**src/rtl/cn_crossbar_arb_pkg.sv**
```systemverilog
// Shared definitions for the completer-side crossbar node: default flit
// widths, APB control bit positions inside the flits and the FSM encoding.
package cn_crossbar_arb_pkg;

    // Default flit widths used when the instantiating node does not override them
    localparam int CN_REQ_FLIT_W = 8;
    localparam int CN_RSP_FLIT_W = 8;

    // Request flit control bits
    localparam int PSEL_BIT    = 0;
    localparam int PENABLE_BIT = 1;

    // Response flit control bits
    localparam int PREADY_BIT  = 0;
    localparam int PSLVERR_BIT = 1;

    // Node sequencing toward the completer
    typedef enum logic [1:0] {
        ST_IDLE   = 2'd0,
        ST_SETUP  = 2'd1,
        ST_ACCESS = 2'd2
    } cn_state_e;

endpackage

```
**src/rtl/cn_rr_arbiter.sv**
```systemverilog
// Combinational round-robin arbiter: picks the first eligible channel
// searching upward from last_grant+1, wrapping modulo NUM_REQ.
module cn_rr_arbiter #(
    parameter int NUM_REQ = 4,
    parameter int GRANT_W = (NUM_REQ > 1) ? $clog2(NUM_REQ) : 1
) (
    input  logic [NUM_REQ-1:0] eligible,
    input  logic [GRANT_W-1:0] last_grant,
    output logic               any_valid,
    output logic [GRANT_W-1:0] winner
);

    // Rotating priority search; the first hit after last_grant is kept
    always_comb begin
        logic               found_v;
        logic [GRANT_W-1:0] idx_v;
        logic               hit_v;
        found_v = 1'b0;
        idx_v   = '0;
        hit_v   = 1'b0;
        winner  = '0;
        for (int k = 1; k <= NUM_REQ; k++) begin
            idx_v   = GRANT_W'((int'(last_grant) + k) % NUM_REQ);
            hit_v   = eligible[idx_v] && !found_v;
            winner  = hit_v ? idx_v : winner;
            found_v = found_v | eligible[idx_v];
        end
        any_valid = found_v;
    end

endmodule

```
**src/rtl/cn_crossbar_arb.sv**
```systemverilog
// Completer-side crossbar node: arbitrates NUM_REQ requester channels onto
// one APB completer, sequences SETUP/ACCESS, masks finished requests and
// returns an error response when the completer never raises PREADY.
module cn_crossbar_arb
    import cn_crossbar_arb_pkg::*;
#(
    parameter int NUM_REQ        = 4,
    parameter int REQ_FLIT_WIDTH = CN_REQ_FLIT_W,
    parameter int RSP_FLIT_WIDTH = CN_RSP_FLIT_W,
    parameter int TIMEOUT_CYCLES = 16,
    parameter int GRANT_W        = (NUM_REQ > 1) ? $clog2(NUM_REQ) : 1
) (
    input  logic                               clk,
    input  logic                               rst_n,
    input  logic [NUM_REQ*REQ_FLIT_WIDTH-1:0]  icn_rxreq,
    output logic [NUM_REQ*RSP_FLIT_WIDTH-1:0]  icn_txrsp,
    output logic [REQ_FLIT_WIDTH-1:0]          comp_req,
    input  logic [RSP_FLIT_WIDTH-1:0]          comp_rsp,
    output logic [GRANT_W-1:0]                 grant_id,
    output logic                               busy,
    output logic                               timeout_err
);

    localparam int CNT_W = (TIMEOUT_CYCLES > 1) ? $clog2(TIMEOUT_CYCLES) + 1 : 1;
    localparam logic [CNT_W-1:0] CNT_LAST =
        (TIMEOUT_CYCLES > 0) ? CNT_W'(TIMEOUT_CYCLES - 1) : '0;
    localparam logic [RSP_FLIT_WIDTH-1:0] ERR_RSP =
        (RSP_FLIT_WIDTH'(1) << PREADY_BIT) | (RSP_FLIT_WIDTH'(1) << PSLVERR_BIT);

    cn_state_e                          state_r, state_n;
    logic [GRANT_W-1:0]                 grant_r, grant_n;
    logic [GRANT_W-1:0]                 last_grant_r, last_grant_n;
    logic [NUM_REQ-1:0]                 stale_r, stale_n;
    logic [CNT_W-1:0]                   cnt_r, cnt_n;
    logic [REQ_FLIT_WIDTH-1:0]          comp_req_r, comp_req_n;
    logic [NUM_REQ*RSP_FLIT_WIDTH-1:0]  txrsp_r, txrsp_n;
    logic                               busy_r, busy_n;
    logic                               tmo_r, tmo_n;

    logic [REQ_FLIT_WIDTH-1:0]          req_flit_s [NUM_REQ];
    logic [NUM_REQ-1:0]                 psel_s;
    logic [NUM_REQ-1:0]                 penable_s;
    logic [NUM_REQ-1:0]                 stale_eff_s;
    logic [NUM_REQ-1:0]                 eligible_s;
    logic [NUM_REQ-1:0]                 stale_set_s;
    logic                               any_valid_s;
    logic [GRANT_W-1:0]                 winner_s;
    logic                               pready_s;
    logic                               timeout_s;

    for (genvar i = 0; i < NUM_REQ; i++) begin : g_unpack
        assign req_flit_s[i] = icn_rxreq[i*REQ_FLIT_WIDTH +: REQ_FLIT_WIDTH];
        assign psel_s[i]     = icn_rxreq[i*REQ_FLIT_WIDTH + PSEL_BIT];
        assign penable_s[i]  = icn_rxreq[i*REQ_FLIT_WIDTH + PENABLE_BIT];
    end

    // A stale mark survives only while the channel still shows PSEL=1, PENABLE=1,
    // so a back-to-back SETUP flit is eligible in the very cycle it appears
    assign stale_eff_s = stale_r & psel_s & penable_s;
    assign eligible_s  = psel_s & ~stale_eff_s;

    assign pready_s  = comp_rsp[PREADY_BIT];
    assign timeout_s = (TIMEOUT_CYCLES != 0) && (cnt_r == CNT_LAST) && !pready_s;

    cn_rr_arbiter #(
        .NUM_REQ (NUM_REQ),
        .GRANT_W (GRANT_W)
    ) u_arb (
        .eligible   (eligible_s),
        .last_grant (last_grant_r),
        .any_valid  (any_valid_s),
        .winner     (winner_s)
    );

    // Next-state and next-output computation for the transfer sequencer
    always_comb begin
        state_n      = state_r;
        grant_n      = grant_r;
        last_grant_n = last_grant_r;
        cnt_n        = cnt_r;
        comp_req_n   = comp_req_r;
        txrsp_n      = '0;
        busy_n       = busy_r;
        tmo_n        = 1'b0;
        stale_set_s  = '0;
        case (state_r)
            ST_IDLE: begin
                if (any_valid_s) begin
                    grant_n                 = winner_s;
                    comp_req_n              = req_flit_s[winner_s];
                    comp_req_n[PENABLE_BIT] = 1'b0;
                    busy_n                  = 1'b1;
                    state_n                 = ST_SETUP;
                end else begin
                    comp_req_n = '0;
                    busy_n     = 1'b0;
                end
            end
            ST_SETUP: begin
                comp_req_n              = req_flit_s[grant_r];
                comp_req_n[PENABLE_BIT] = 1'b1;
                cnt_n                   = '0;
                state_n                 = ST_ACCESS;
            end
            ST_ACCESS: begin
                txrsp_n[int'(grant_r)*RSP_FLIT_WIDTH +: RSP_FLIT_WIDTH] = comp_rsp;
                cnt_n = cnt_r + CNT_W'(1);
                if (pready_s || timeout_s) begin
                    // PREADY has priority: timeout_s is already false when PREADY=1
                    if (timeout_s) begin
                        txrsp_n[int'(grant_r)*RSP_FLIT_WIDTH +: RSP_FLIT_WIDTH] = ERR_RSP;
                        tmo_n = 1'b1;
                    end else begin
                        tmo_n = 1'b0;
                    end
                    comp_req_n           = '0;
                    last_grant_n         = grant_r;
                    stale_set_s[grant_r] = 1'b1;
                    busy_n               = 1'b0;
                    state_n              = ST_IDLE;
                end else begin
                    state_n = ST_ACCESS;
                end
            end
            default: begin
                comp_req_n = '0;
                busy_n     = 1'b0;
                state_n    = ST_IDLE;
            end
        endcase
        stale_n = stale_eff_s | stale_set_s;
    end

    // State and registered-output update with asynchronous reset
    always_ff @(posedge clk or negedge rst_n) begin
        if (!rst_n) begin
            state_r      <= ST_IDLE;
            grant_r      <= '0;
            last_grant_r <= GRANT_W'(NUM_REQ - 1);
            stale_r      <= '0;
            cnt_r        <= '0;
            comp_req_r   <= '0;
            txrsp_r      <= '0;
            busy_r       <= 1'b0;
            tmo_r        <= 1'b0;
        end else begin
            state_r      <= state_n;
            grant_r      <= grant_n;
            last_grant_r <= last_grant_n;
            stale_r      <= stale_n;
            cnt_r        <= cnt_n;
            comp_req_r   <= comp_req_n;
            txrsp_r      <= txrsp_n;
            busy_r       <= busy_n;
            tmo_r        <= tmo_n;
        end
    end

    assign icn_txrsp   = txrsp_r;
    assign comp_req    = comp_req_r;
    assign grant_id    = grant_r;
    assign busy        = busy_r;
    assign timeout_err = tmo_r;

endmodule

```
**config.mk**
```make
export PLATFORM = sky130hd
export DESIGN_NAME = cn_crossbar_arb
export DESIGN_NICKNAME = d
export VERILOG_FILES = /design/src/rtl/cn_crossbar_arb_pkg.sv /design/src/rtl/cn_rr_arbiter.sv /design/src/rtl/cn_crossbar_arb.sv
export SDC_FILE = /design/constraint.sdc
export NUM_CORES = 1
export LEC_CHECK = 0
export CORE_UTILIZATION = 50
export DETAILED_ROUTE_END_ITERATION = 8
export DONT_BUFFER_PORTS = 1
export SLEW_MARGIN = 10
export SYNTH_ARGS = -nofsm -noshare
export SYNTH_HDL_FRONTEND = slang
export SYNTH_SLANG_ARGS = --single-unit
```
**constraint.sdc**
```tcl
create_clock -name clk -period 2.95 [get_ports clk]
set_clock_uncertainty 0.15 [all_clocks]
set_input_delay 0 -clock clk [delete_from_list [all_inputs] [get_ports clk]]
set_output_delay 0 -clock clk [all_outputs]
set_load 0.01 [all_outputs]
```
==> flow_summary.html, run 1 <==
<table>
<tr><th>Metric</th><th>Value</th></tr>
<tr><th colspan="2">Pwr</th></tr>
<tr><td>Combinational fraction of design power</td><td>0.432</td></tr>
<tr><td>Highest ir drop seen on vdd</td><td>a little under 0.5 mV</td></tr>
<tr><td>Ratio of total power to cell area</td><td>approximately 800 nW/µm²</td></tr>
<tr><td>Clock group share of total power</td><td>0.233</td></tr>
<tr><td>Switch Pwr</td><td>0.00121 W</td></tr>
<tr><td>Internal</td><td>about 0.0019 W</td></tr>
<tr><td>Leakage power figure</td><td>approximately 1.7 nW</td></tr>
<tr><td>Switching part of the total</td><td>0.388</td></tr>
<tr><td>Sequential cell fraction of total power</td><td>0.335</td></tr>
<tr><th colspan="2">Placement</th></tr>
<tr><td>Placement-stage worst setup slack</td><td>0.620 ns</td></tr>
<tr><td>Routability congestion estimate</td><td>0.782</td></tr>
<tr><td>Post-detail-place hpwl</td><td>between 4 and 5 mm</td></tr>
<tr><td>Number of buffer cells added on primary ports</td><td>0</td></tr>
<tr><th colspan="2">Floorplanning</th></tr>
<tr><td>Number of rows created at floorplan</td><td>27</td></tr>
<tr><td>Core area</td><td>5640 µm²</td></tr>
<tr><td>Width of the chip</td><td>just under 80 µm</td></tr>
<tr><td>Die outline area</td><td>between 6000 and 7000 µm²</td></tr>
<tr><td>IO Count</td><td>86</td></tr>
<tr><td>Starting density of the core</td><td>0.530</td></tr>
<tr><td>Vertical die dimension</td><td>approximately 80 µm</td></tr>
<tr><th colspan="2">Detailed routing</th></tr>
<tr><td>Post-Route M1 WL</td><td>approximately 3.4 mm</td></tr>
<tr><td>Per-cell via count in the routed design</td><td>~5.7</td></tr>
<tr><td>Number of design-rule violations left by the first detailed-router iteration</td><td>between 100 and 150</td></tr>
<tr><td>WL final</td><td>around 7.8 mm</td></tr>
<tr><td>Met2 Routed Length</td><td>approximately 3.8 mm</td></tr>
<tr><td>Count of vias placed by the detailed router</td><td>between 2000 and 2500</td></tr>
<tr><td>Drt wl/cell</td><td>between 15 and 20 µm</td></tr>
<tr><td>Post-route ant nets</td><td>0</td></tr>
<tr><td>Top Metal Used</td><td>met4</td></tr>
<tr><td>Met3 wire len</td><td>~480 µm</td></tr>
<tr><td>Drc violations</td><td>0</td></tr>
<tr><td>Number of optimization iterations in the first detailed-route pass</td><td>4</td></tr>
<tr><th colspan="2">Clock network</th></tr>
<tr><td>Number of CTS-inserted buffers</td><td>9</td></tr>
<tr><td>Clock root buffer</td><td>sky130_fd_sc_hd__clkbuf_8</td></tr>
<tr><td>H-tree levels</td><td>3</td></tr>
<tr><td>Clock transition at the registers of the reported paths</td><td>roughly 0.07 ns</td></tr>
<tr><td>Latest clock arrival within the worst-skew pair</td><td>approximately 0.34 ns</td></tr>
<tr><td>Clock tree from TritonCTS</td><td>yes</td></tr>
<tr><td>Number of clock sinks</td><td>57</td></tr>
<tr><td>Clock Tree Buf Depth</td><td>2</td></tr>
<tr><th colspan="2">Logic synthesis</th></tr>
<tr><td>Post-synthesis sequential area ratio</td><td>0.477</td></tr>
<tr><td>Synthesized area divided by synthesized cell count</td><td>between 10 and 15 µm²</td></tr>
<tr><td>Number of synthesized register bits</td><td>57</td></tr>
<tr><td>Async SR Flop Fraction</td><td>1.00</td></tr>
<tr><td>Most frequently used flop master after synthesis</td><td>sky130_fd_sc_hd__dfrtp_1</td></tr>
<tr><td>Post-Synthesis Net Count</td><td>around 340</td></tr>
<tr><td>Cell area after technology mapping</td><td>approximately 3000 µm²</td></tr>
<tr><td>Synthesized instance count</td><td>roughly 290</td></tr>
<tr><td>Number of flops mapped to enable cells by yosys</td><td>0</td></tr>
<tr><td>Count of yosys warnings during synthesis</td><td>0</td></tr>
<tr><td>Count of distinct cell types in the synthesized netlist</td><td>45</td></tr>
<tr><th colspan="2">STA</th></tr>
<tr><td>Maximum achievable frequency</td><td>~0.35 GHz</td></tr>
<tr><td>Final Max Tran Viols</td><td>0</td></tr>
<tr><td>Post-route clock period utilization</td><td>0.966</td></tr>
<tr><td>Min setup slack post-route</td><td>0.101 ns</td></tr>
<tr><td>Setup violations, final</td><td>0</td></tr>
<tr><td>Hold Fails Final Rpt</td><td>0</td></tr>
<tr><td>Worst max-slew margin expressed relative to the limit</td><td>0.520</td></tr>
<tr><td>Slew @ Worst Pin</td><td>a little over 0.7 ns</td></tr>
<tr><td>Min Tclk post-route</td><td>2.85 ns</td></tr>
<tr><td>Fin Hold WS</td><td>roughly 0.0094 ns</td></tr>
<tr><th colspan="2">Layout</th></tr>
<tr><td>Share of layout cells above drive strength 1</td><td>0.137</td></tr>
<tr><td>Area growth syn-to-layout</td><td>27.9%</td></tr>
<tr><td>Final net count</td><td>400</td></tr>
<tr><td>Number of inserted diodes</td><td>0</td></tr>
<tr><td>Final-layout fill cell count</td><td>428</td></tr>
<tr><th colspan="2">Worst setup path</th></tr>
<tr><td>Endpoint arrival time on the critical path</td><td>between 2 and 3 ns</td></tr>
<tr><td>Largest fanout on the critical path</td><td>6</td></tr>
<tr><td>Worst Path Class, Setup</td><td>register to register</td></tr>
<tr><td>Required arrival time at the worst endpoint</td><td>3.08 ns</td></tr>
<tr><td>Category of the worst setup path capture point</td><td>register</td></tr>
<tr><td>Crit start category</td><td>register</td></tr>
<tr><th colspan="2">Global route</th></tr>
<tr><td>Via count of the first global-routing pass</td><td>~2400</td></tr>
<tr><td>Aggregate global-route resource usage</td><td>0.267</td></tr>
<tr><td>Wire length of the first global-routing pass</td><td>12.5 mm</td></tr>
<tr><td>GRT overflow</td><td>0</td></tr>
<tr><td>Number of antenna violations at the first check in global routing</td><td>0</td></tr>
<tr><td>Pin count of the biggest net entering global routing</td><td>58</td></tr>
<tr><th colspan="2">Min path</th></tr>
<tr><td>Class of the tightest hold or removal check</td><td>input pin to register</td></tr>
<tr><th colspan="2">Run</th></tr>
<tr><td>Max-cap viol count</td><td>0</td></tr>
<tr><th colspan="2">Outcome</th></tr>
<tr><td>Status</td><td>complete, no violations</td></tr>
</table>
[cells in the mapped netlist, types with 2 or more instances]
| library cell | number | area [µm²] |
|---|---|---|
| sky130_fd_sc_hd__a21bo_2 | 3 | 30.0 |
| sky130_fd_sc_hd__a21boi_0 | 2 | 15.0 |
| sky130_fd_sc_hd__a21boi_1 | 2 | 15.0 |
| sky130_fd_sc_hd__a21oi_1 | 17 | 85.1 |
| sky130_fd_sc_hd__a21oi_2 | 6 | 52.6 |
| sky130_fd_sc_hd__a32o_1 | 4 | 40.0 |
| sky130_fd_sc_hd__and2_1 | 26 | 163 |
| sky130_fd_sc_hd__buf_2 | 4 | 20.0 |
| sky130_fd_sc_hd__clkbuf_1 | 5 | 18.8 |
| sky130_fd_sc_hd__dfrtp_1 | 55 | 1380 |
| sky130_fd_sc_hd__dfstp_2 | 2 | 52.6 |
| sky130_fd_sc_hd__ha_1 | 13 | 163 |
| sky130_fd_sc_hd__inv_1 | 10 | 37.5 |
| sky130_fd_sc_hd__mux2_2 | 3 | 33.8 |
| sky130_fd_sc_hd__mux2i_1 | 4 | 40.0 |
| sky130_fd_sc_hd__mux4_2 | 6 | 135 |
| sky130_fd_sc_hd__nand2_1 | 41 | 154 |
| sky130_fd_sc_hd__nand3_1 | 16 | 80.1 |
| sky130_fd_sc_hd__nor2_1 | 9 | 33.8 |
| sky130_fd_sc_hd__nor2b_1 | 5 | 31.3 |
| sky130_fd_sc_hd__nor3_1 | 2 | 10.0 |
| sky130_fd_sc_hd__nor3b_1 | 5 | 37.5 |
| sky130_fd_sc_hd__o21a_1 | 2 | 15.0 |
| sky130_fd_sc_hd__o21ai_0 | 19 | 95.1 |
| sky130_fd_sc_hd__o21ai_1 | 2 | 10.0 |
| sky130_fd_sc_hd__o31a_1 | 6 | 52.6 |
| sky130_fd_sc_hd__o31ai_1 | 2 | 15.0 |
[stage by stage]
stage | util | setup TNS (ns) | instance area, µm² | total power, W | instances
after floorplan | - | 0 | 2990 | 0.00190 | 289
after global placement | 0.539 | 0 | 3040 | 0.00211 | 352
after detailed placement | 0.539 | 0 | 3040 | 0.00213 | 352
after CTS | 0.673 | 0 | 3790 | 0.00304 | 422
after global routing | 0.679 | -0.00203 | 3830 | 0.00331 | 422
final | 0.679 | 0 | 3830 | 0.00311 | 422
[flip-flops by register name, summed over array words and instances, names as in the netlist]
| signal | flops |
|---|---|
| timeout_err | 1 |
| comp_req | 8 |
| grant_id | 2 |
| last_grant_r | 2 |
| busy | 1 |
| stale_r | 4 |
| cnt_r | 5 |
| icn_txrsp | 32 |
| state_r | 2 |
[kinds of logic after synthesis]
kind of cell | Yosys count | synth area share
adders and majority gates | 13 | 0.0543
muxes | 14 | 0.0786
AOI/OAI and AO/OA | 72 | 0.168
buffers and inverters | 22 | 0.0334
and+or+nand+nor | 111 | 0.189
DFF | 57 | 0.477
[cells in the final DEF (no fill, tap or decap), drive strengths merged, types with 2 or more instances in the layout]
master       instances
a21bo                4
a21boi               4
a21oi               23
a32o                 4
and2                26
buf                  4
clkbuf               9
clkinv               4
dfrtp               55
dfstp                2
dlygate4sd3         53
ha                  13
inv                 11
mux2                 3
mux2i                4
mux4                 7
nand2               41
nand3               16
nor2                 9
nor2b                5
nor3                 2
nor3b                5
o21a                 2
o21ai               21
o22ai                2
o31a                 6
o31ai                2
[final timing paths]
check / from / to / slack [ns] / depth (start not counted)
max in group asynchronous: rst_n / last_grant_r[0]$_DFFE_PN1P_ / 2.33 / 2
worst max register to register: state_r[0]$_DFFE_PN0P_ / comp_req[3]$_DFFE_PN0N_ / 0.10 / 8
min in group asynchronous: rst_n / icn_txrsp[16]$_DFF_PN0_ / 0.04 / 2
worst min register to register: cnt_r[0]$_DFFE_PN0P_ / cnt_r[0]$_DFFE_PN0P_ / 0.37 / 1
worst max-delay path: state_r[0]$_DFFE_PN0P_ / comp_req[3]$_DFFE_PN0N_ / 0.10 / 8
worst min-delay path: icn_rxreq[17] / state_r[0]$_DFFE_PN0P_ / 0.009 / 4
[worst max-delay path, stage by stage, from the launching register on]
cell,delay (ns)
sky130_fd_sc_hd__dfrtp_1,0.41
sky130_fd_sc_hd__inv_1,0.13
sky130_fd_sc_hd__ha_1,0.26
sky130_fd_sc_hd__inv_1,0.11
sky130_fd_sc_hd__a41oi_2,0.31
sky130_fd_sc_hd__or3b_1,0.56
sky130_fd_sc_hd__a21oi_2,0.17
sky130_fd_sc_hd__dlygate4sd3_1,0.57
sky130_fd_sc_hd__o31a_1,0.11
[layer usage]
layer,track usage,vias to the layer above
met5,0,-
met4,0.0782,0
met3,0.0816,9
met2,0.449,94
met1,0.328,1184
li1,-,1128
[power by group through the flow]
stage / registers, W / logic [W] / clock network (W)
2_1_floorplan: 0.00103 / 0.000862 / 0
3_3_place_gp: 0.00105 / 0.00107 / 0
3_5_place_dp: 0.00105 / 0.00108 / 0
4_1_cts: 0.00104 / 0.00127 / 0.000736
5_1_grt: 0.00106 / 0.00146 / 0.000785
6_report: 0.00104 / 0.00134 / 0.000725
[what timing repair did]
item                                   CTS  global route
setup endpoints to repair                0             6
gates resized for setup                  0             5
hold buffers                            54             0
endpoints found under the hold margin  106             0
setup buffers                            0             0
[cell type report]
cell class              instances  area, µm²  area share
inverters                      10       37.5     0.00980
repair buffers                 57        581       0.152
well taps                      72       90.1      0.0235
clock buffers                   9        124      0.0324
clock inverters                 7       70.1      0.0183
multi-input cells             210       1500       0.391
flip-flops and latches         57       1430       0.373
Note: power is estimated with default switching activity, not from simulation.
==> run 2: changes to the inputs <==
ABC_AREA = 1   (was not set)
==> flow_summary.html, run 2 <==
<table>
<tr><th>Metric</th><th>Value</th></tr>
<tr><th colspan="2">STA</th></tr>
<tr><td>Final Max Tran Viols</td><td>0 (unchanged)</td></tr>
<tr><td>Setup violations, final</td><td>0 (unchanged)</td></tr>
<tr><td>Maximum achievable frequency</td><td>0.403 GHz (was 0.351 GHz)</td></tr>
<tr><td>Slew @ Worst Pin</td><td>0.389 ns (was 0.710 ns)</td></tr>
<tr><td>Setup repair after global routing missed its margin</td><td>false</td></tr>
<tr><td>Min Tclk post-route</td><td>2.48 ns (was 2.85 ns)</td></tr>
<tr><td>Fin Hold WS</td><td>0.00961 ns (was 0.00942 ns)</td></tr>
<tr><td>Worst max-slew margin expressed relative to the limit</td><td>0.741 (was 0.520)</td></tr>
<tr><td>Setup TNS</td><td>0 ns (unchanged)</td></tr>
<tr><td>Hold Fails Final Rpt</td><td>0 (unchanged)</td></tr>
<tr><td>Post-route clock period utilization</td><td>0.840 (was 0.966)</td></tr>
<tr><th colspan="2">Global route</th></tr>
<tr><td>GRT overflow</td><td>0 (unchanged)</td></tr>
<tr><td>Pin count of the biggest net entering global routing</td><td>58 (unchanged)</td></tr>
<tr><td>Via count of the first global-routing pass</td><td>2679 (was 2426)</td></tr>
<tr><td>Wire length of the first global-routing pass</td><td>12.6 mm (was 12.5 mm)</td></tr>
<tr><td>Number of antenna violations at the first check in global routing</td><td>0 (unchanged)</td></tr>
<tr><td>Aggregate global-route resource usage</td><td>0.255 (was 0.267)</td></tr>
<tr><th colspan="2">Worst setup path</th></tr>
<tr><td>Top delay family on crit path</td><td>simple AND/OR/NAND/NOR gates (was buffers and inverters)</td></tr>
<tr><td>Most common cell on crit path</td><td>sky130_fd_sc_hd__nand2_1 (was sky130_fd_sc_hd__inv_1)</td></tr>
<tr><td>Crit-path max cell delay</td><td>0.70 ns (was 0.57 ns)</td></tr>
<tr><td>RR Startpoint</td><td>last_grant_r[0]$_DFFE_PN1P_ (was state_r[0]$_DFFE_PN0P_)</td></tr>
<tr><td>Critical R2R Capture</td><td>comp_req[2]$_DFFE_PN0N_ (was comp_req[3]$_DFFE_PN0N_)</td></tr>
<tr><td>Chain of cells forming the critical path</td><td>inv_2, nand3_2, nand2_2, o21ai_2, nand4_4, nor2_2, nor2_1, buf_4, nand3_1, nand2_1, nand2_1, nand2_1 (was inv_1, ha_1, inv_1, a41oi_2, or3b_1, a21oi_2, dlygate4sd3_1, o31a_1)</td></tr>
<tr><td>Largest fanout on the critical path</td><td>14 (was 6)</td></tr>
<tr><td>Required arrival time at the worst endpoint</td><td>3.02 ns (was 3.08 ns)</td></tr>
<tr><td>Endpoint arrival time on the critical path</td><td>2.55 ns (was 2.98 ns)</td></tr>
<tr><td>Cell type of the slowest stage on the worst timing path</td><td>sky130_fd_sc_hd__dfstp_2 (was sky130_fd_sc_hd__dlygate4sd3_1)</td></tr>
<tr><td>Category of the worst setup path capture point</td><td>register (unchanged)</td></tr>
<tr><td>Count of buffer and inverter cells on the critical path</td><td>2 (was 3)</td></tr>
<tr><td>Worst Path Class, Setup</td><td>register to register (unchanged)</td></tr>
<tr><td>Number of cells on the worst reg-to-reg path</td><td>12 (was 8)</td></tr>
<tr><td>Crit start category</td><td>register (unchanged)</td></tr>
<tr><td>R2r setup slk</td><td>0.47 ns (was 0.10 ns)</td></tr>
<tr><th colspan="2">Logic synthesis</th></tr>
<tr><td>Fraction of post-synthesis cell area in the top cell type by area</td><td>0.442 (was 0.460)</td></tr>
<tr><td>Most frequently used flop master after synthesis</td><td>sky130_fd_sc_hd__dfrtp_1 (unchanged)</td></tr>
<tr><td>Biggest area contributors in the synthesized netlist</td><td>sky130_fd_sc_hd__dfrtp_1, sky130_fd_sc_hd__nand2_1, sky130_fd_sc_hd__nand3_1 (was sky130_fd_sc_hd__dfrtp_1, sky130_fd_sc_hd__and2_1, sky130_fd_sc_hd__ha_1)</td></tr>
<tr><td>Count of distinct cell types in the synthesized netlist</td><td>29 (was 45)</td></tr>
<tr><td>Post-Synthesis Net Count</td><td>442 (was 344)</td></tr>
<tr><td>Dominant cell by count in the synthesized netlist</td><td>sky130_fd_sc_hd__nand2_1 (was sky130_fd_sc_hd__dfrtp_1)</td></tr>
<tr><td>Most instantiated cells after synthesis</td><td>sky130_fd_sc_hd__nand2_1, sky130_fd_sc_hd__dfrtp_1, sky130_fd_sc_hd__nand3_1 (was sky130_fd_sc_hd__dfrtp_1, sky130_fd_sc_hd__nand2_1, sky130_fd_sc_hd__and2_1)</td></tr>
<tr><td>Post-synthesis sequential area ratio</td><td>0.459 (was 0.477)</td></tr>
<tr><td>Cell accounting for the most synthesized area</td><td>sky130_fd_sc_hd__dfrtp_1 (unchanged)</td></tr>
<tr><td>Synthesized instance count</td><td>387 (was 289)</td></tr>
<tr><td>Count of yosys warnings during synthesis</td><td>0 (unchanged)</td></tr>
<tr><td>Async SR Flop Fraction</td><td>1.00 (unchanged)</td></tr>
<tr><td>Cell area after technology mapping</td><td>3110 µm² (was 2990 µm²)</td></tr>
<tr><td>Synthesized area divided by synthesized cell count</td><td>8.04 µm² (was 10.4 µm²)</td></tr>
<tr><td>Number of synthesized register bits</td><td>57 (unchanged)</td></tr>
<tr><td>Number of flops mapped to enable cells by yosys</td><td>0 (unchanged)</td></tr>
<tr><th colspan="2">Floorplanning</th></tr>
<tr><td>Die outline area</td><td>6540 µm² (was 6300 µm²)</td></tr>
<tr><td>Vertical die dimension</td><td>80.9 µm (was 79.4 µm)</td></tr>
<tr><td>Starting density of the core</td><td>0.522 (was 0.530)</td></tr>
<tr><td>Number of rows created at floorplan</td><td>28 (was 27)</td></tr>
<tr><td>IO Count</td><td>86 (unchanged)</td></tr>
<tr><td>Core area</td><td>5960 µm² (was 5640 µm²)</td></tr>
<tr><td>Width of the chip</td><td>80.9 µm (was 79.4 µm)</td></tr>
<tr><th colspan="2">Layout</th></tr>
<tr><td>Flip-flop count of the largest register after layout</td><td>32 (unchanged)</td></tr>
<tr><td>Share of layout cells above drive strength 1</td><td>0.100 (was 0.137)</td></tr>
<tr><td>Highest-count cells in the layout ignoring fill and taps</td><td>sky130_fd_sc_hd__nand2_1, sky130_fd_sc_hd__dfrtp_1, sky130_fd_sc_hd__nand3_1 (was sky130_fd_sc_hd__dfrtp_1, sky130_fd_sc_hd__dlygate4sd3_1, sky130_fd_sc_hd__nand2_1)</td></tr>
<tr><td>Number of inserted diodes</td><td>0 (unchanged)</td></tr>
<tr><td>Most common cell after layout, fill and taps aside</td><td>sky130_fd_sc_hd__nand2_1 (was sky130_fd_sc_hd__dfrtp_1)</td></tr>
<tr><td>Final design instance area without fill</td><td>3800 µm² (was 3830 µm²)</td></tr>
<tr><td>Area growth syn-to-layout</td><td>22.1% (was 27.9%)</td></tr>
<tr><td>Final net count</td><td>488 (was 400)</td></tr>
<tr><th colspan="2">Clock network</th></tr>
<tr><td>Clock root buffer</td><td>sky130_fd_sc_hd__clkbuf_8 (unchanged)</td></tr>
<tr><td>Latest clock arrival within the worst-skew pair</td><td>0.33 ns (was 0.34 ns)</td></tr>
<tr><td>Number of gates resized after CTS</td><td>0 (unchanged)</td></tr>
<tr><td>Clock tree from TritonCTS</td><td>yes (unchanged)</td></tr>
<tr><td>H-tree levels</td><td>3 (unchanged)</td></tr>
<tr><td>Clock Tree Buf Depth</td><td>2 (unchanged)</td></tr>
<tr><td>Number of CTS-inserted buffers</td><td>9 (unchanged)</td></tr>
<tr><td>Number of clock sinks</td><td>57 (unchanged)</td></tr>
<tr><td>Clock transition at the registers of the reported paths</td><td>0.07 ns (about the same)</td></tr>
<tr><th colspan="2">Min path</th></tr>
<tr><td>Startpoint of the tightest hold check path</td><td>icn_rxreq[24] (was icn_rxreq[17])</td></tr>
<tr><td>Number of cells traversed by the worst hold path</td><td>4 (unchanged)</td></tr>
<tr><td>Class of the tightest hold or removal check</td><td>input pin to register (unchanged)</td></tr>
<tr><td>Endpoint of the worst hold path</td><td>comp_req[0]$_DFFE_PN0N_ (was state_r[0]$_DFFE_PN0P_)</td></tr>
<tr><th colspan="2">Pwr</th></tr>
<tr><td>Highest ir drop seen on vdd</td><td>0.577 mV (was 0.492 mV)</td></tr>
<tr><td>Leakage power figure</td><td>1.81 nW (was 1.73 nW)</td></tr>
<tr><td>Ratio of total power to cell area</td><td>972 nW/µm² (was 811 nW/µm²)</td></tr>
<tr><th colspan="2">Detailed routing</th></tr>
<tr><td>Per-cell via count in the routed design</td><td>5.57 (was 5.72)</td></tr>
<tr><td>Drc violations</td><td>0 (unchanged)</td></tr>
<tr><td>Number of optimization iterations in the first detailed-route pass</td><td>5 (was 4)</td></tr>
<tr><td>Post-route ant nets</td><td>0 (unchanged)</td></tr>
<tr><td>Number of design-rule violations left by the first detailed-router iteration</td><td>169 (was 134)</td></tr>
<tr><td>Count of vias placed by the detailed router</td><td>2858 (was 2415)</td></tr>
<tr><td>Drt wl/cell</td><td>15.3 µm (was 18.4 µm)</td></tr>
<tr><td>WL final</td><td>7.87 mm (was 7.76 mm)</td></tr>
<tr><th colspan="2">Run</th></tr>
<tr><td>Max-cap viol count</td><td>0 (unchanged)</td></tr>
<tr><th colspan="2">Placement</th></tr>
<tr><td>Instance area after placement</td><td>3170 µm² (was 3040 µm²)</td></tr>
<tr><td>Post-detail-place hpwl</td><td>5.37 mm (was 4.86 mm)</td></tr>
<tr><td>Number of buffer cells added on primary ports</td><td>0 (unchanged)</td></tr>
<tr><td>Routability congestion estimate</td><td>0.878 (was 0.782)</td></tr>
<tr><th colspan="2">Outcome</th></tr>
<tr><td>Status</td><td>complete, no violations (unchanged)</td></tr>
</table>
==> run 2: worst max path at each step <==
stage | from | end | slack, ns | cells past startpoint
floorplan | grant_id[0]$_DFFE_PN0P_ | icn_txrsp[25]$_DFF_PN0_ | 0.59 | 10
global placement | last_grant_r[0]$_DFFE_PN1P_ | comp_req[2]$_DFFE_PN0N_ | 0.55 | 12
detailed placement | last_grant_r[0]$_DFFE_PN1P_ | comp_req[2]$_DFFE_PN0N_ | 0.47 | 12
CTS | last_grant_r[0]$_DFFE_PN1P_ | comp_req[2]$_DFFE_PN0N_ | 0.47 | 12
global route | last_grant_r[0]$_DFFE_PN1P_ | comp_req[2]$_DFFE_PN0N_ | 0.27 | 12
finish | last_grant_r[0]$_DFFE_PN1P_ | comp_req[2]$_DFFE_PN0N_ | 0.47 | 12
==> run 2: power by group <==
part | total [W] | internal, W | switching [W] | leakage (nW)
Clock | 0.000645 | 0.000309 | 0.000335 | 0.0822
Combinational | 0.00196 | 0.000643 | 0.00132 | 0.959
Sequential | 0.00109 | 0.000936 | 0.000154 | 0.767
==> run 2: kinds of logic (layout without fill, tap and decap cells) <==
family	Yosys count	count (layout)	share of synthesized area
buffers and inverters	47	98	0.0668
XOR/XNOR	2	2	0.0117
adder cells (fa/ha/maj)	13	13	0.0523
AND/OR/NAND/NOR	215	215	0.317
flip-flops	57	57	0.459
AO/OA/AOI/OAI	53	53	0.0925
==> run 2: worst register-to-register path, stage by stage (launching register included) <==
cell and delay, ns:
sky130_fd_sc_hd__dfstp_2 0.70, sky130_fd_sc_hd__inv_2 0.12, sky130_fd_sc_hd__nand3_2 0.11, sky130_fd_sc_hd__nand2_2 0.08
sky130_fd_sc_hd__o21ai_2 0.24, sky130_fd_sc_hd__nand4_4 0.28, sky130_fd_sc_hd__nor2_2 0.18, sky130_fd_sc_hd__nor2_1 0.11
sky130_fd_sc_hd__buf_4 0.17, sky130_fd_sc_hd__nand3_1 0.08, sky130_fd_sc_hd__nand2_1 0.06, sky130_fd_sc_hd__nand2_1 0.06
sky130_fd_sc_hd__nand2_1 0.05
==> run 2: cell type report <==
type / instances / area, µm²
clock buffers: 9 / 124
clock inverters: 7 / 53.8
fillers: 536 / 2160
inverters: 31 / 116
multi-input cells: 283 / 1470
flip-flops and latches: 57 / 1430
well taps: 75 / 93.8
repair buffers: 51 / 508
==> run 2: timing repair <==
item                      in CTS  in global routing
setup buffers                  0                  0
hold endpoints to repair     102                  0
hold buffers                  43                  0
==> run 2: stage by stage <==
step                setup WS [ns]  std cells  power [W]  utilization
floorplan                   0.589        387    0.00262            -
global placement            0.546        454    0.00294        0.533
detailed placement          0.468        454    0.00297        0.533
CTS                         0.473        513    0.00368        0.638
global route                0.275        513    0.00403        0.638
finish                      0.471        513    0.00369        0.638
==> run 2: routing by layer <==
metal / vias to the layer above / GRT usage / part of all wire
met2: 105 / 0.401 / 0.47
met5: - / 0 / 0
li1: 1385 / - / -
met1: 1353 / 0.340 / 0.45
met3: 15 / 0.0764 / 0.063
met4: 0 / 0.0714 / 0.016
==> run 3: changes to the inputs <==
PLACE_DENSITY = 0.68   (was not set)
clock period = 2.16 ns   (was 2.95 ns; I/O delays follow)
==> flow_summary.html, run 3 (same netlist as run 2, synthesis figures left out) <==
<table>
<tr><th>Metric</th><th>Value</th></tr>
<tr><th colspan="2">Worst setup path</th></tr>
<tr><td>Critical R2R Capture</td><td>comp_req[2]$_DFFE_PN0N_ (unchanged)</td></tr>
<tr><td>Crit-path max cell delay</td><td>0.56 ns (was 0.70 ns)</td></tr>
<tr><td>R2r setup slk</td><td>-0.32 ns (was 0.47 ns)</td></tr>
<tr><td>Cell type of the slowest stage on the worst timing path</td><td>sky130_fd_sc_hd__dfstp_2 (unchanged)</td></tr>
<tr><td>Required arrival time at the worst endpoint</td><td>2.30 ns (was 3.02 ns)</td></tr>
<tr><td>Crit start category</td><td>register (unchanged)</td></tr>
<tr><td>Category of the worst setup path capture point</td><td>register (unchanged)</td></tr>
<tr><td>Crit path from</td><td>last_grant_r[0]$_DFFE_PN1P_ (unchanged)</td></tr>
<tr><td>Number of cells on the worst reg-to-reg path</td><td>13 (was 12)</td></tr>
<tr><td>Critical path capture point</td><td>comp_req[2]$_DFFE_PN0N_ (unchanged)</td></tr>
<tr><td>Chain of cells forming the critical path</td><td>buf_12, xor2_4, buf_6, o21ai_4, buf_12, nand3_2, nand2_4, nand3_1, nand3_1, nand3_1, nand2_1, nand2_1, nand2_1 (was inv_2, nand3_2, nand2_2, o21ai_2, nand4_4, nor2_2, nor2_1, buf_4, nand3_1, nand2_1, nand2_1, nand2_1)</td></tr>
<tr><td>Worst Path Class, Setup</td><td>register to register (unchanged)</td></tr>
<tr><td>RR Startpoint</td><td>last_grant_r[0]$_DFFE_PN1P_ (unchanged)</td></tr>
<tr><td>Largest fanout on the critical path</td><td>7 (was 14)</td></tr>
<tr><td>Endpoint arrival time on the critical path</td><td>2.61 ns (was 2.55 ns)</td></tr>
<tr><th colspan="2">Global route</th></tr>
<tr><td>Pin count of the biggest net entering global routing</td><td>58 (unchanged)</td></tr>
<tr><td>Number of antenna violations at the first check in global routing</td><td>1 (was 0)</td></tr>
<tr><td>Aggregate global-route resource usage</td><td>0.310 (was 0.255)</td></tr>
<tr><td>Wire length of the first global-routing pass</td><td>15.1 mm (was 12.6 mm)</td></tr>
<tr><td>GRT overflow</td><td>0 (unchanged)</td></tr>
<tr><td>Via count of the first global-routing pass</td><td>3033 (was 2679)</td></tr>
<tr><th colspan="2">Floorplanning</th></tr>
<tr><td>IO Count</td><td>86 (unchanged)</td></tr>
<tr><td>Number of rows created at floorplan</td><td>28 (unchanged)</td></tr>
<tr><td>Starting density of the core</td><td>0.522 (unchanged)</td></tr>
<tr><td>Core area</td><td>5960 µm² (unchanged)</td></tr>
<tr><td>Width of the chip</td><td>80.9 µm (unchanged)</td></tr>
<tr><td>Die outline area</td><td>6540 µm² (unchanged)</td></tr>
<tr><td>Vertical die dimension</td><td>80.9 µm (unchanged)</td></tr>
<tr><th colspan="2">Clock network</th></tr>
<tr><td>H-tree levels</td><td>3 (unchanged)</td></tr>
<tr><td>Clock transition at the registers of the reported paths</td><td>0.07 ns (about the same)</td></tr>
<tr><td>Clock root buffer</td><td>sky130_fd_sc_hd__clkbuf_8 (unchanged)</td></tr>
<tr><td>Number of CTS-inserted buffers</td><td>9 (unchanged)</td></tr>
<tr><td>Clock tree from TritonCTS</td><td>yes (unchanged)</td></tr>
<tr><td>Clock Tree Buf Depth</td><td>2 (unchanged)</td></tr>
<tr><td>Number of clock sinks</td><td>57 (unchanged)</td></tr>
<tr><td>Latest clock arrival within the worst-skew pair</td><td>0.35 ns (was 0.33 ns)</td></tr>
<tr><th colspan="2">Detailed routing</th></tr>
<tr><td>Count of vias placed by the detailed router</td><td>3312 (was 2858)</td></tr>
<tr><td>Post-route ant nets</td><td>0 (unchanged)</td></tr>
<tr><td>Number of optimization iterations in the first detailed-route pass</td><td>6 (was 5)</td></tr>
<tr><td>Per-cell via count in the routed design</td><td>6.13 (was 5.57)</td></tr>
<tr><td>WL final</td><td>10.7 mm (was 7.87 mm)</td></tr>
<tr><td>Number of design-rule violations left by the first detailed-router iteration</td><td>512 (was 169)</td></tr>
<tr><td>Drt wl/cell</td><td>19.8 µm (was 15.3 µm)</td></tr>
<tr><td>Drc violations</td><td>0 (unchanged)</td></tr>
<tr><th colspan="2">Layout</th></tr>
<tr><td>Share of layout cells above drive strength 1</td><td>0.222 (was 0.100)</td></tr>
<tr><td>Flip-flop count of the largest register after layout</td><td>32 (unchanged)</td></tr>
<tr><td>Area growth syn-to-layout</td><td>39.3% (was 22.1%)</td></tr>
<tr><td>Most common cell after layout, fill and taps aside</td><td>sky130_fd_sc_hd__nand2_1 (unchanged)</td></tr>
<tr><td>Final-layout fill cell count</td><td>416 (was 536)</td></tr>
<tr><td>Final instance count without filler cells</td><td>540 (was 513)</td></tr>
<tr><td>Final net count</td><td>514 (was 488)</td></tr>
<tr><td>Highest-count cells in the layout ignoring fill and taps</td><td>sky130_fd_sc_hd__nand2_1, sky130_fd_sc_hd__dfrtp_1, sky130_fd_sc_hd__nand3_1 (unchanged)</td></tr>
<tr><th colspan="2">Pwr</th></tr>
<tr><td>Ratio of total power to cell area</td><td>1550 nW/µm² (was 972 nW/µm²)</td></tr>
<tr><td>Leakage power figure</td><td>2.03 nW (was 1.81 nW)</td></tr>
<tr><td>Overall power of the completed layout</td><td>0.00673 W (was 0.00369 W)</td></tr>
<tr><td>Highest ir drop seen on vdd</td><td>0.862 mV (was 0.577 mV)</td></tr>
<tr><th colspan="2">STA</th></tr>
<tr><td>Setup violations, final</td><td>12 (was 0)</td></tr>
<tr><td>Post-route clock period utilization</td><td>1.15 (was 0.840)</td></tr>
<tr><td>Setup TNS</td><td>-2.70 ns (was 0 ns)</td></tr>
<tr><td>Setup repair after global routing missed its margin</td><td>true (was false)</td></tr>
<tr><td>Hold Fails Final Rpt</td><td>1 (was 0)</td></tr>
<tr><td>Worst max-slew margin expressed relative to the limit</td><td>0.737 (was 0.741)</td></tr>
<tr><td>Min Tclk post-route</td><td>2.48 ns (about the same)</td></tr>
<tr><td>Final Max Tran Viols</td><td>0 (unchanged)</td></tr>
<tr><td>Slew @ Worst Pin</td><td>0.394 ns (was 0.389 ns)</td></tr>
<tr><td>Maximum achievable frequency</td><td>0.404 GHz (was 0.403 GHz)</td></tr>
<tr><td>Fin Hold WS</td><td>-0.0165 ns (was 0.00961 ns)</td></tr>
<tr><td>Min setup slack post-route</td><td>-0.316 ns (was 0.471 ns)</td></tr>
<tr><th colspan="2">Placement</th></tr>
<tr><td>Number of buffer cells added on primary ports</td><td>0 (unchanged)</td></tr>
<tr><td>Post-detail-place hpwl</td><td>5.51 mm (was 5.37 mm)</td></tr>
<tr><td>Instance count after placement with tap cells included</td><td>462 (was 454)</td></tr>
<tr><td>Routability congestion estimate</td><td>0.876 (was 0.878)</td></tr>
<tr><th colspan="2">Min path</th></tr>
<tr><td>Startpoint of the tightest hold check path</td><td>icn_rxreq[28] (was icn_rxreq[24])</td></tr>
<tr><td>Class of the tightest hold or removal check</td><td>input pin to register (unchanged)</td></tr>
<tr><th colspan="2">Outcome</th></tr>
<tr><td>Status</td><td>finished with violations (was complete, no violations)</td></tr>
<tr><td>Violations in the final reports</td><td>negative hold slack, negative setup slack</td></tr>
<tr><th colspan="2">Run</th></tr>
<tr><td>Max-cap viol count</td><td>0 (unchanged)</td></tr>
</table>
-- run 3: cell count changes in the layout (fill, tap and decap cells not counted), moves of 6 or more --
cell and change:
sky130_fd_sc_hd__buf_6 +6, sky130_fd_sc_hd__buf_4 +12, sky130_fd_sc_hd__nand3_1 -8, sky130_fd_sc_hd__nand2_4 +6
sky130_fd_sc_hd__nand2_2 +8, sky130_fd_sc_hd__nand2_1 -15
-- run 3: routing by layer --
layer | vias up | routed length (µm) | GRT usage
met5 | - | 0 | 0
met4 | 0 | 606 | 0.141
met3 | 99 | 1160 | 0.0921
met2 | 263 | 4950 | 0.497
met1 | 1510 | 3960 | 0.383
li1 | 1440 | - | -
-- run 3: worst max-delay path: cells and delay by family, from the launching register on --
kind | cells | cell delay (ns)
buf+inv | 3 | 0.44
simple gates | 8 | 0.94
compound gates | 1 | 0.23
xor+xnor | 1 | 0.09
flops | 1 | 0.56
-- run 3: how the worst min path moves through the flow --
stage | to | slack, ns | cells after the start
floorplan | busy$_DFFE_PN0P_ | -0.45 | 0
global placement | icn_txrsp[5]$_DFF_PN0_ | -0.44 | 0
global route | comp_req[4]$_DFFE_PN0N_ | -0.007 | 6
finish | comp_req[4]$_DFFE_PN0N_ | -0.02 | 6
detailed placement | icn_txrsp[16]$_DFF_PN0_ | -0.44 | 0
CTS | comp_req[4]$_DFFE_PN0N_ | -0.12 | 6
-- run 3: metrics by stage --
step            util  worst slack [ns]  area (µm²)  hold slack, ns
2_1_floorplan      -            0.0611        3110          -0.446
6_report       0.728            -0.316        4330         -0.0165
4_1_cts        0.701           -0.0402        4170          -0.124
3_3_place_gp   0.545            -0.152        3250          -0.444
5_1_grt        0.728            -0.423        4330        -0.00713
3_5_place_dp   0.545            -0.170        3250          -0.444
-- run 3: final cells by class --
class                           instances  area [µm²]  area share
Clock inverter                          4        51.3      0.0118
Multi-Input combinational cell        286        1720       0.397
Clock buffer                           12         155      0.0358
Sequential cell                        57        1430       0.330
Antenna cell                            1        2.50    0.000577
Tap cell                               75        93.8      0.0217
Timing Repair Buffer                   74         758       0.175
Inverter                               31         124      0.0286
-- run 3: repair_timing --
item,in CTS,in global routing
hold buffers,42,2
buffers inserted,8,6
hold endpoints to repair,103,1
cloned,3,1
pin swaps,14,15
setup endpoints to repair,11,25
resized for setup,36,33
-- run 3: power breakdown --
group	leakage (nW)	internal [W]	switching, W	total, W
sequential	0.766	0.00128	0.000199	0.00148
clock	0.103	0.000596	0.000450	0.00105
combinational	1.16	0.00150	0.00271	0.00421
